<file path="src/rtl/bcd_time_counter.sv">
// bcd_time_counter: 1 Hz prescaler plus a 24-hour HH:MM:SS count held as six
// BCD digits, with a front-panel time-set mode (seconds cleared, hour/minute
// increment buttons). All outputs come straight from registers.
module bcd_time_counter #(
    parameter int unsigned TICK_DIV = 50000000
) (
    input  logic       clk,
    input  logic       reset,
    input  logic       set_mode,
    input  logic       inc_hr,
    input  logic       inc_min,
    output logic [1:0] hr_tens,
    output logic [3:0] hr_ones,
    output logic [2:0] min_tens,
    output logic [3:0] min_ones,
    output logic [2:0] sec_tens,
    output logic [3:0] sec_ones,
    output logic       sec_pulse,
    output logic       day_wrap
);

    localparam logic [31:0] TICK_LAST = 32'(TICK_DIV - 1);

    logic [31:0] presc_q, presc_d;
    logic [1:0]  hr_tens_q, hr_tens_d;
    logic [3:0]  hr_ones_q, hr_ones_d;
    logic [2:0]  min_tens_q, min_tens_d;
    logic [3:0]  min_ones_q, min_ones_d;
    logic [2:0]  sec_tens_q, sec_tens_d;
    logic [3:0]  sec_ones_q, sec_ones_d;
    logic        sec_pulse_q, sec_pulse_d;
    logic        day_wrap_q, day_wrap_d;

    // Incremented candidates for each field, shared by run and set paths.
    logic [1:0]  hr_tens_inc;
    logic [3:0]  hr_ones_inc;
    logic [2:0]  min_tens_inc;
    logic [3:0]  min_ones_inc;
    logic [2:0]  sec_tens_inc;
    logic [3:0]  sec_ones_inc;

    logic        tick;
    logic        sec_at_max;
    logic        min_at_max;
    logic        hr_at_max;

    assign tick       = !set_mode && (presc_q == TICK_LAST);
    assign sec_at_max = (sec_tens_q == 3'd5) && (sec_ones_q == 4'd9);
    assign min_at_max = (min_tens_q == 3'd5) && (min_ones_q == 4'd9);
    assign hr_at_max  = (hr_tens_q == 2'd2) && (hr_ones_q == 4'd3);

    // Per-field "+1 with BCD wrap": seconds/minutes 59->00, hours 23->00.
    always_comb begin
        // NOTE: every signal written here gets a default first, so no path
        // leaves it unassigned and no latch is inferred.
        sec_ones_inc = sec_ones_q + 4'd1;
        sec_tens_inc = sec_tens_q;
        if (sec_ones_q == 4'd9) begin
            sec_ones_inc = 4'd0;
            sec_tens_inc = (sec_tens_q == 3'd5) ? 3'd0 : sec_tens_q + 3'd1;
        end

        min_ones_inc = min_ones_q + 4'd1;
        min_tens_inc = min_tens_q;
        if (min_ones_q == 4'd9) begin
            min_ones_inc = 4'd0;
            min_tens_inc = (min_tens_q == 3'd5) ? 3'd0 : min_tens_q + 3'd1;
        end

        hr_ones_inc = hr_ones_q + 4'd1;
        hr_tens_inc = hr_tens_q;
        if (hr_at_max) begin
            hr_ones_inc = 4'd0;
            hr_tens_inc = 2'd0;
        end else if (hr_ones_q == 4'd9) begin
            hr_ones_inc = 4'd0;
            hr_tens_inc = hr_tens_q + 2'd1;
        end
    end

    // Next-state selection: set mode edits fields directly, run mode ripples
    // the tick through seconds -> minutes -> hours.
    always_comb begin
        presc_d     = presc_q + 32'd1;
        hr_tens_d   = hr_tens_q;
        hr_ones_d   = hr_ones_q;
        min_tens_d  = min_tens_q;
        min_ones_d  = min_ones_q;
        sec_tens_d  = sec_tens_q;
        sec_ones_d  = sec_ones_q;
        sec_pulse_d = tick;
        day_wrap_d  = tick && sec_at_max && min_at_max && hr_at_max;

        if (set_mode) begin
            presc_d    = 32'd0;
            sec_tens_d = 3'd0;
            sec_ones_d = 4'd0;
            // Minute increments never carry into hours while setting.
            if (inc_min) begin
                min_tens_d = min_tens_inc;
                min_ones_d = min_ones_inc;
            end
            if (inc_hr) begin
                hr_tens_d = hr_tens_inc;
                hr_ones_d = hr_ones_inc;
            end
        end else if (tick) begin
            presc_d    = 32'd0;
            sec_tens_d = sec_tens_inc;
            sec_ones_d = sec_ones_inc;
            if (sec_at_max) begin
                min_tens_d = min_tens_inc;
                min_ones_d = min_ones_inc;
                if (min_at_max) begin
                    hr_tens_d = hr_tens_inc;
                    hr_ones_d = hr_ones_inc;
                end
            end
        end
    end

    // State registers; reset wins over set mode and increment pulses.
    always_ff @(posedge clk) begin
        if (reset) begin
            // NOTE: sequential state uses non-blocking assignments so every
            // register samples the pre-edge values of the others.
            presc_q     <= 32'd0;
            hr_tens_q   <= 2'd0;
            hr_ones_q   <= 4'd0;
            min_tens_q  <= 3'd0;
            min_ones_q  <= 4'd0;
            sec_tens_q  <= 3'd0;
            sec_ones_q  <= 4'd0;
            sec_pulse_q <= 1'b0;
            day_wrap_q  <= 1'b0;
        end else begin
            presc_q     <= presc_d;
            hr_tens_q   <= hr_tens_d;
            hr_ones_q   <= hr_ones_d;
            min_tens_q  <= min_tens_d;
            min_ones_q  <= min_ones_d;
            sec_tens_q  <= sec_tens_d;
            sec_ones_q  <= sec_ones_d;
            sec_pulse_q <= sec_pulse_d;
            day_wrap_q  <= day_wrap_d;
        end
    end

    assign hr_tens   = hr_tens_q;
    assign hr_ones   = hr_ones_q;
    assign min_tens  = min_tens_q;
    assign min_ones  = min_ones_q;
    assign sec_tens  = sec_tens_q;
    assign sec_ones  = sec_ones_q;
    assign sec_pulse = sec_pulse_q;
    assign day_wrap  = day_wrap_q;

endmodule

</file>
<file path="config.mk">
export PLATFORM = sky130hd
export DESIGN_NAME = bcd_time_counter
export DESIGN_NICKNAME = d
export VERILOG_FILES = /design/src/rtl/bcd_time_counter.sv
export SDC_FILE = /design/constraint.sdc
export NUM_CORES = 1
export LEC_CHECK = 0
export CELL_PAD_IN_SITES_DETAIL_PLACEMENT = 2
export CELL_PAD_IN_SITES_GLOBAL_PLACEMENT = 2
export CORE_UTILIZATION = 30
export CTS_BUF_LIST = sky130_fd_sc_hd__clkbuf_4 sky130_fd_sc_hd__clkbuf_8
export DETAILED_ROUTE_END_ITERATION = 7
export GPL_TIMING_DRIVEN = 0
export PLACE_DENSITY_LB_ADDON = 0.1
export SYNTH_ARGS = -nofsm -noshare
export SYNTH_HDL_FRONTEND = slang
export SYNTH_SLANG_ARGS = --single-unit
</file>
<file path="constraint.sdc">
create_clock -name clk -period 3.3 [get_ports clk]
set_input_delay 0.495 -clock clk [delete_from_list [all_inputs] [get_ports clk]]
set_output_delay 0.495 -clock clk [all_outputs]
set_load 0.1 [all_outputs]
</file>
# Yosys cells after proc, flatten, opt, wreduce, memory -nomap -nowiden
# Index checks and enable logic that the tools add are counted.
# word_totals
reg_bits	54
in_bits	5
out_inout_bits	22
word_cells	69
# classes
addsub	7
n_eq_ne	10
n_mux	27
n_reduce_logical	16
# op_table
op	n
4-bit two-way mux	13
32-bit by 1-bit adder with 32-bit output (second input constant)	1
32-bit by 26-bit equality test with 1-bit output (second input constant)	1
3-bit two-way mux	7
2-bit two-way mux	7
4-bit by 1-bit adder with 4-bit output (second input constant)	3
4-bit equality test (second input constant)	3
1-bit logical AND	7
3-bit by 1-bit adder with 3-bit output (second input constant)	2
3-bit equality test (second input constant)	2
2-bit nonzero test	3
4-bit by 2-bit equality test with 1-bit output (second input constant)	1
2-bit by 1-bit != test with 1-bit output (second input constant)	2
4-bit AND reduction	1
3-bit AND reduction	1
3-bit OR reduction	1
2-bit by 1-bit adder with 2-bit output (second input constant)	1
2-bit equality test (second input constant)	1
2-bit AND reduction	1
2-bit OR reduction	1
1-bit logical NOT	1

# Logic depth before layout (Yosys ltp)
# depth
depth_word	7
mapped_depth	8
ltp_nobuf	7

# Worst setup path before layout
# No wires, ideal clock.
# synth_timing
path_kind	flip-flop to flip-flop
from	register sec_tens_q[0], in the netlist sec_tens[0]
to	register min_ones_q[2], in the netlist min_ones[2]
setup_ns	0.121
arrival_ns	2.342
setup_slack_ns	0.837
stages_incl_launch_ff	6
synth_period_minus_slack_ns	2.463
path_cell_list	dfxtp_1 nand4bb_1 nor4_1 nand4_1 a21oi_1 mux2_2
# synth_between
elab_chain_len	4
# synth_rtl
element	line_no	text
from (decl)	29	logic [2:0] sec_tens_q, sec_tens_d;
from (signal assigned)	142	sec_tens_q <= sec_tens_d;
3-bit equality test	48	assign sec_at_max = (sec_tens_q == 3'd5) && (sec_ones_q == 4'd9);
1-bit logical AND	48	
2-bit nonzero test (no line)	--	
3-bit AND reduction (no line)	--	
to (signal assigned)	141	min_ones_q <= min_ones_d;
to (decl)	28	logic [3:0] min_ones_q, min_ones_d;
# No other way between the ends.
# A chain may end at the register's enable or synchronous reset.

# Final worst setup path
# layout_timing
from	register hr_tens_q[0], in the netlist hr_tens[0]
to	output port hr_tens[0]
# layout_rtl
element	line_no	text
from (decl)	25	logic [1:0] hr_tens_q, hr_tens_d;
from (signal assigned)	138	hr_tens_q <= hr_tens_d;
to (decl)	12	output logic [1:0] hr_tens,
# No word-level cell between the ends.

==> run metrics <==
IO Port Bufs 24; syn_area_per_cell 8.453 µm²; setup repair bufs after CTS 0; max-cap viol count 0; clk_lat worst skew 0.31 ns; Leakage 1.035 nW; Post-Syn Area 2773 µm²; Crit. Startpoint hr_tens[0]$_SDFFE_PP0P_; drt pass-1 iters 6; fin area between 3000 and 4000 µm²; Worst setup EP type output pin; full die area 9630 µm²; Critical Path AT between 1.5 and 2 ns; DR DRC count 0; DIE WIDTH 98.14 µm; Synth cell types 53; Vias roughly 2500; vias in the first global route approximately 2700; VDD IR-drop max 0.2486 mV; Wirelength per Cell 16.74 µm; grt total ovfl 0; crit share post-route 74.50%; cell with the largest stage delay on the worst path clkdlybuf4s50_1; Compound-Gate Fraction of Synth Area 9.792%; net switching fraction of the power 24.37%; hold path start presc_q[31]$_SDFF_PP0_; vias per cell 5.408; Initial Util 31.33%; Mapped Nets ~340; Req. time, crit path 2.80 ns; Worst Path Max Fanout 7; dpl cell area 3148 µm²; final net count 367; Async S/R FF share, synth 0%; die height about 98 µm; CTS tree done; core area roughly 8800 µm²; WS Path Type register to output pin; Post-Synthesis Cells 328; Worst Path Buf+Inv 1; post-synthesis xor/xnor area fraction 8.529%; CTS max path bufs 2; number of diodes 0; Net Switching 0.2937 mW; Min-Delay Path Class register to register; Worst-Margin Slew 0.9773 ns; FF-to-FF path depth 6; Comb power frac 6.4%; CP startpoint kind register; site row count 34; largest net degree at the start of global routing 17; Tmin final 2.458 ns; number of enable flip-flop cells after synthesis 0; mux cell area share after synthesis 1.173%; CTS clk-pin slew, worst paths 0.11 ns; post-synthesis simple-gate area fraction 36.33%; DP Wirelength slightly below 6000 µm; Final Hold Viols 0; Slew headroom between 30% and 40%; Post-Synth Adder-Cell Area 1.354%; routability cong. between 0.7 and 0.8; largest family of logic cells by synthesized area simple AND/OR/NAND/NOR gates; hold buffer count at CTS 0; Min-Delay Endpoint presc_q[31]$_SDFF_PP0_; GRT Resource Usage Total 17.05%; Clock Skew 0.01327 ns; sequential power share 55.1%; ratio of cells with drive above 1 in the final layout 7.778%; max incr delay on CP 1.19 ns; Final ANT Viol Nets 0; post-cts sizing count 0; area grow syn2layout 17.64%; yosys warns 0; cts bufs inserted 5; aggregate routed wire length 7833 µm; Clock power frac about two fifths; P_int 0.9115 mW; Setup-failing EPs final 0; reg2reg end min_ones[2]$_SDFFE_PP0P_; WHS Path Cells 2; RSZ-0062 raised after global routing no; Worst R2R Start presc_q[19]$_SDFF_PP0_; fin. max-slew vios 0; clk sinks 54; max frequency 406.8 MHz; delay-heaviest family, CP buffers and inverters; I/O Pins 27; R2R setup slack 1.02 ns; setup TNS 0 ns; #FFs+latches synth 54; Iter 0 DRT Violations 54; htree depth 2; register area share after synthesis 38.99%; Power Density 369.5 nW/µm²; Main synth FF type dfxtp_1; crit-path cells clkdlybuf4s50_1; initial antenna violation count 0; Root Buffer clkbuf_8; first-pass GRT wire length 13360 µm; outcome finished, final reports clean
[cell families (layout without fill, tap and decap cells)]
| family | Yosys count | after routing |
|---|---|---|
| AO/OA/AOI/OAI | 45 | 45 |
| XOR/XNOR | 27 | 27 |
| adder cells (fa/ha/maj) | 3 | 3 |
| buffers and inverters | 22 | 54 |
| flip-flops | 54 | 54 |
| multiplexers | 3 | 3 |
| AND/OR/NAND/NOR | 174 | 174 |
[power groups by stage]
stage / Combinational, mW / Clock (mW) / Sequential (mW)
floorplan: 0.0281 / 0 / 0.705
global placement: 0.0769 / 0 / 0.679
detailed placement: 0.0778 / 0 / 0.679
CTS: 0.0780 / 0.486 / 0.664
global route: 0.0834 / 0.499 / 0.666
finish: 0.0765 / 0.465 / 0.664
[cell usage in the layout, fill, tap and decap left out, types with 3 or more instances in the layout]
| cell | n |
|---|---|
| a21oi_1 | 19 |
| a31oi_1 | 4 |
| and2_1 | 6 |
| and3_1 | 6 |
| and4_1 | 5 |
| buf_2 | 3 |
| clkbuf_1 | 9 |
| clkbuf_8 | 7 |
| clkdlybuf4s50_1 | 24 |
| dfxtp_1 | 54 |
| ha_1 | 3 |
| inv_1 | 8 |
| nand2_1 | 21 |
| nand2b_1 | 4 |
| nand3_1 | 23 |
| nand3b_1 | 5 |
| nand4_1 | 14 |
| nor2_1 | 41 |
| nor3_1 | 6 |
| nor4_1 | 6 |
| o21ai_0 | 12 |
| or3_1 | 4 |
| or4_1 | 7 |
| xnor2_1 | 10 |
| xor2_1 | 17 |
[sequential cells by signal (all words and copies together) (netlist names)]
| name | cells |
|---|---|
| sec_pulse | 1 |
| min_ones | 4 |
| sec_tens | 3 |
| presc_q | 32 |
| sec_ones | 4 |
| hr_tens | 2 |
| hr_ones | 4 |
| min_tens | 3 |
| day_wrap | 1 |
[cell usage after synthesis (2+ instances only)]
cell type,instances,area [µm²]
nor2b_1,2,12.51
xnor2_1,10,87.58
dfxtp_1,54,1081
inv_1,8,30.03
and3_1,6,37.54
a31oi_1,4,25.02
nand4_1,14,87.58
clkbuf_1,9,33.78
nand2_1,21,78.83
o21ai_0,12,60.06
or2_0,2,12.51
xor2_1,17,148.9
a21oi_1,19,95.09
ha_1,3,37.54
o31ai_1,2,15.01
nand3_1,23,115.1
nor4b_1,2,17.52
buf_2,3,15.01
and4b_1,2,20.02
and2_1,6,37.54
and4_1,5,43.79
nand3b_1,5,37.54
or4_1,7,52.55
nand2b_1,4,25.02
clkbuf_8,2,27.53
nor4_1,6,37.54
o221a_2,2,22.52
or3_1,4,25.02
nor4bb_1,2,20.02
and3_2,2,15.01
nor3_1,6,30.03
nand4bb_1,2,22.52
mux2_2,2,22.52
nor2_1,41,153.9
[through the flow]
step,hold WS [ns],setup WS (ns),utilization (%),power [mW],std cells
final,0.4879,0.8416,36.86,1.205,468
after floorplan,0.4497,0.8369,-,0.7335,328
after CTS,0.4958,0.8166,36.86,1.228,468
after detailed placement,0.4800,1.002,35.58,0.7572,460
after global placement,0.4617,1.065,35.58,0.7560,460
after global routing,0.5262,0.7155,36.86,1.248,468
[worst max path at each step]
stage                          endpoint  cells past startpoint
2_1_floorplan  min_ones[2]$_SDFFE_PP0P_                      5
3_3_place_gp     presc_q[25]$_SDFF_PP0_                      6
3_5_place_dp     presc_q[13]$_SDFF_PP0_                      7
4_1_cts                      hr_tens[0]                      1
5_1_grt          presc_q[13]$_SDFF_PP0_                      7
6_report                     hr_tens[0]                      1
[metal layers]
layer	up-vias	track usage [%]	part of all wire [%]	wire, µm
met5	-	0	0	0
met4	0	3.444	0.61	48
met3	5	2.362	1.6	122
met2	19	30.50	50	3899
met1	1260	21.83	48	3763
li1	1247	-	-	-
[final cells by class]
| type | count | area (µm²) |
|---|---|---|
| clock buffers | 6 | 76.32 |
| fillers | 1017 | 5587 |
| inverters | 8 | 30.03 |
| clock inverters | 2 | 37.54 |
| repair buffers | 24 | 240.2 |
| well taps | 108 | 135.1 |
| plain buffers | 14 | 76.32 |
| flip-flops and latches | 54 | 1081 |
| multi-input cells | 252 | 1585 |
(Power assumes the default switching activity.)
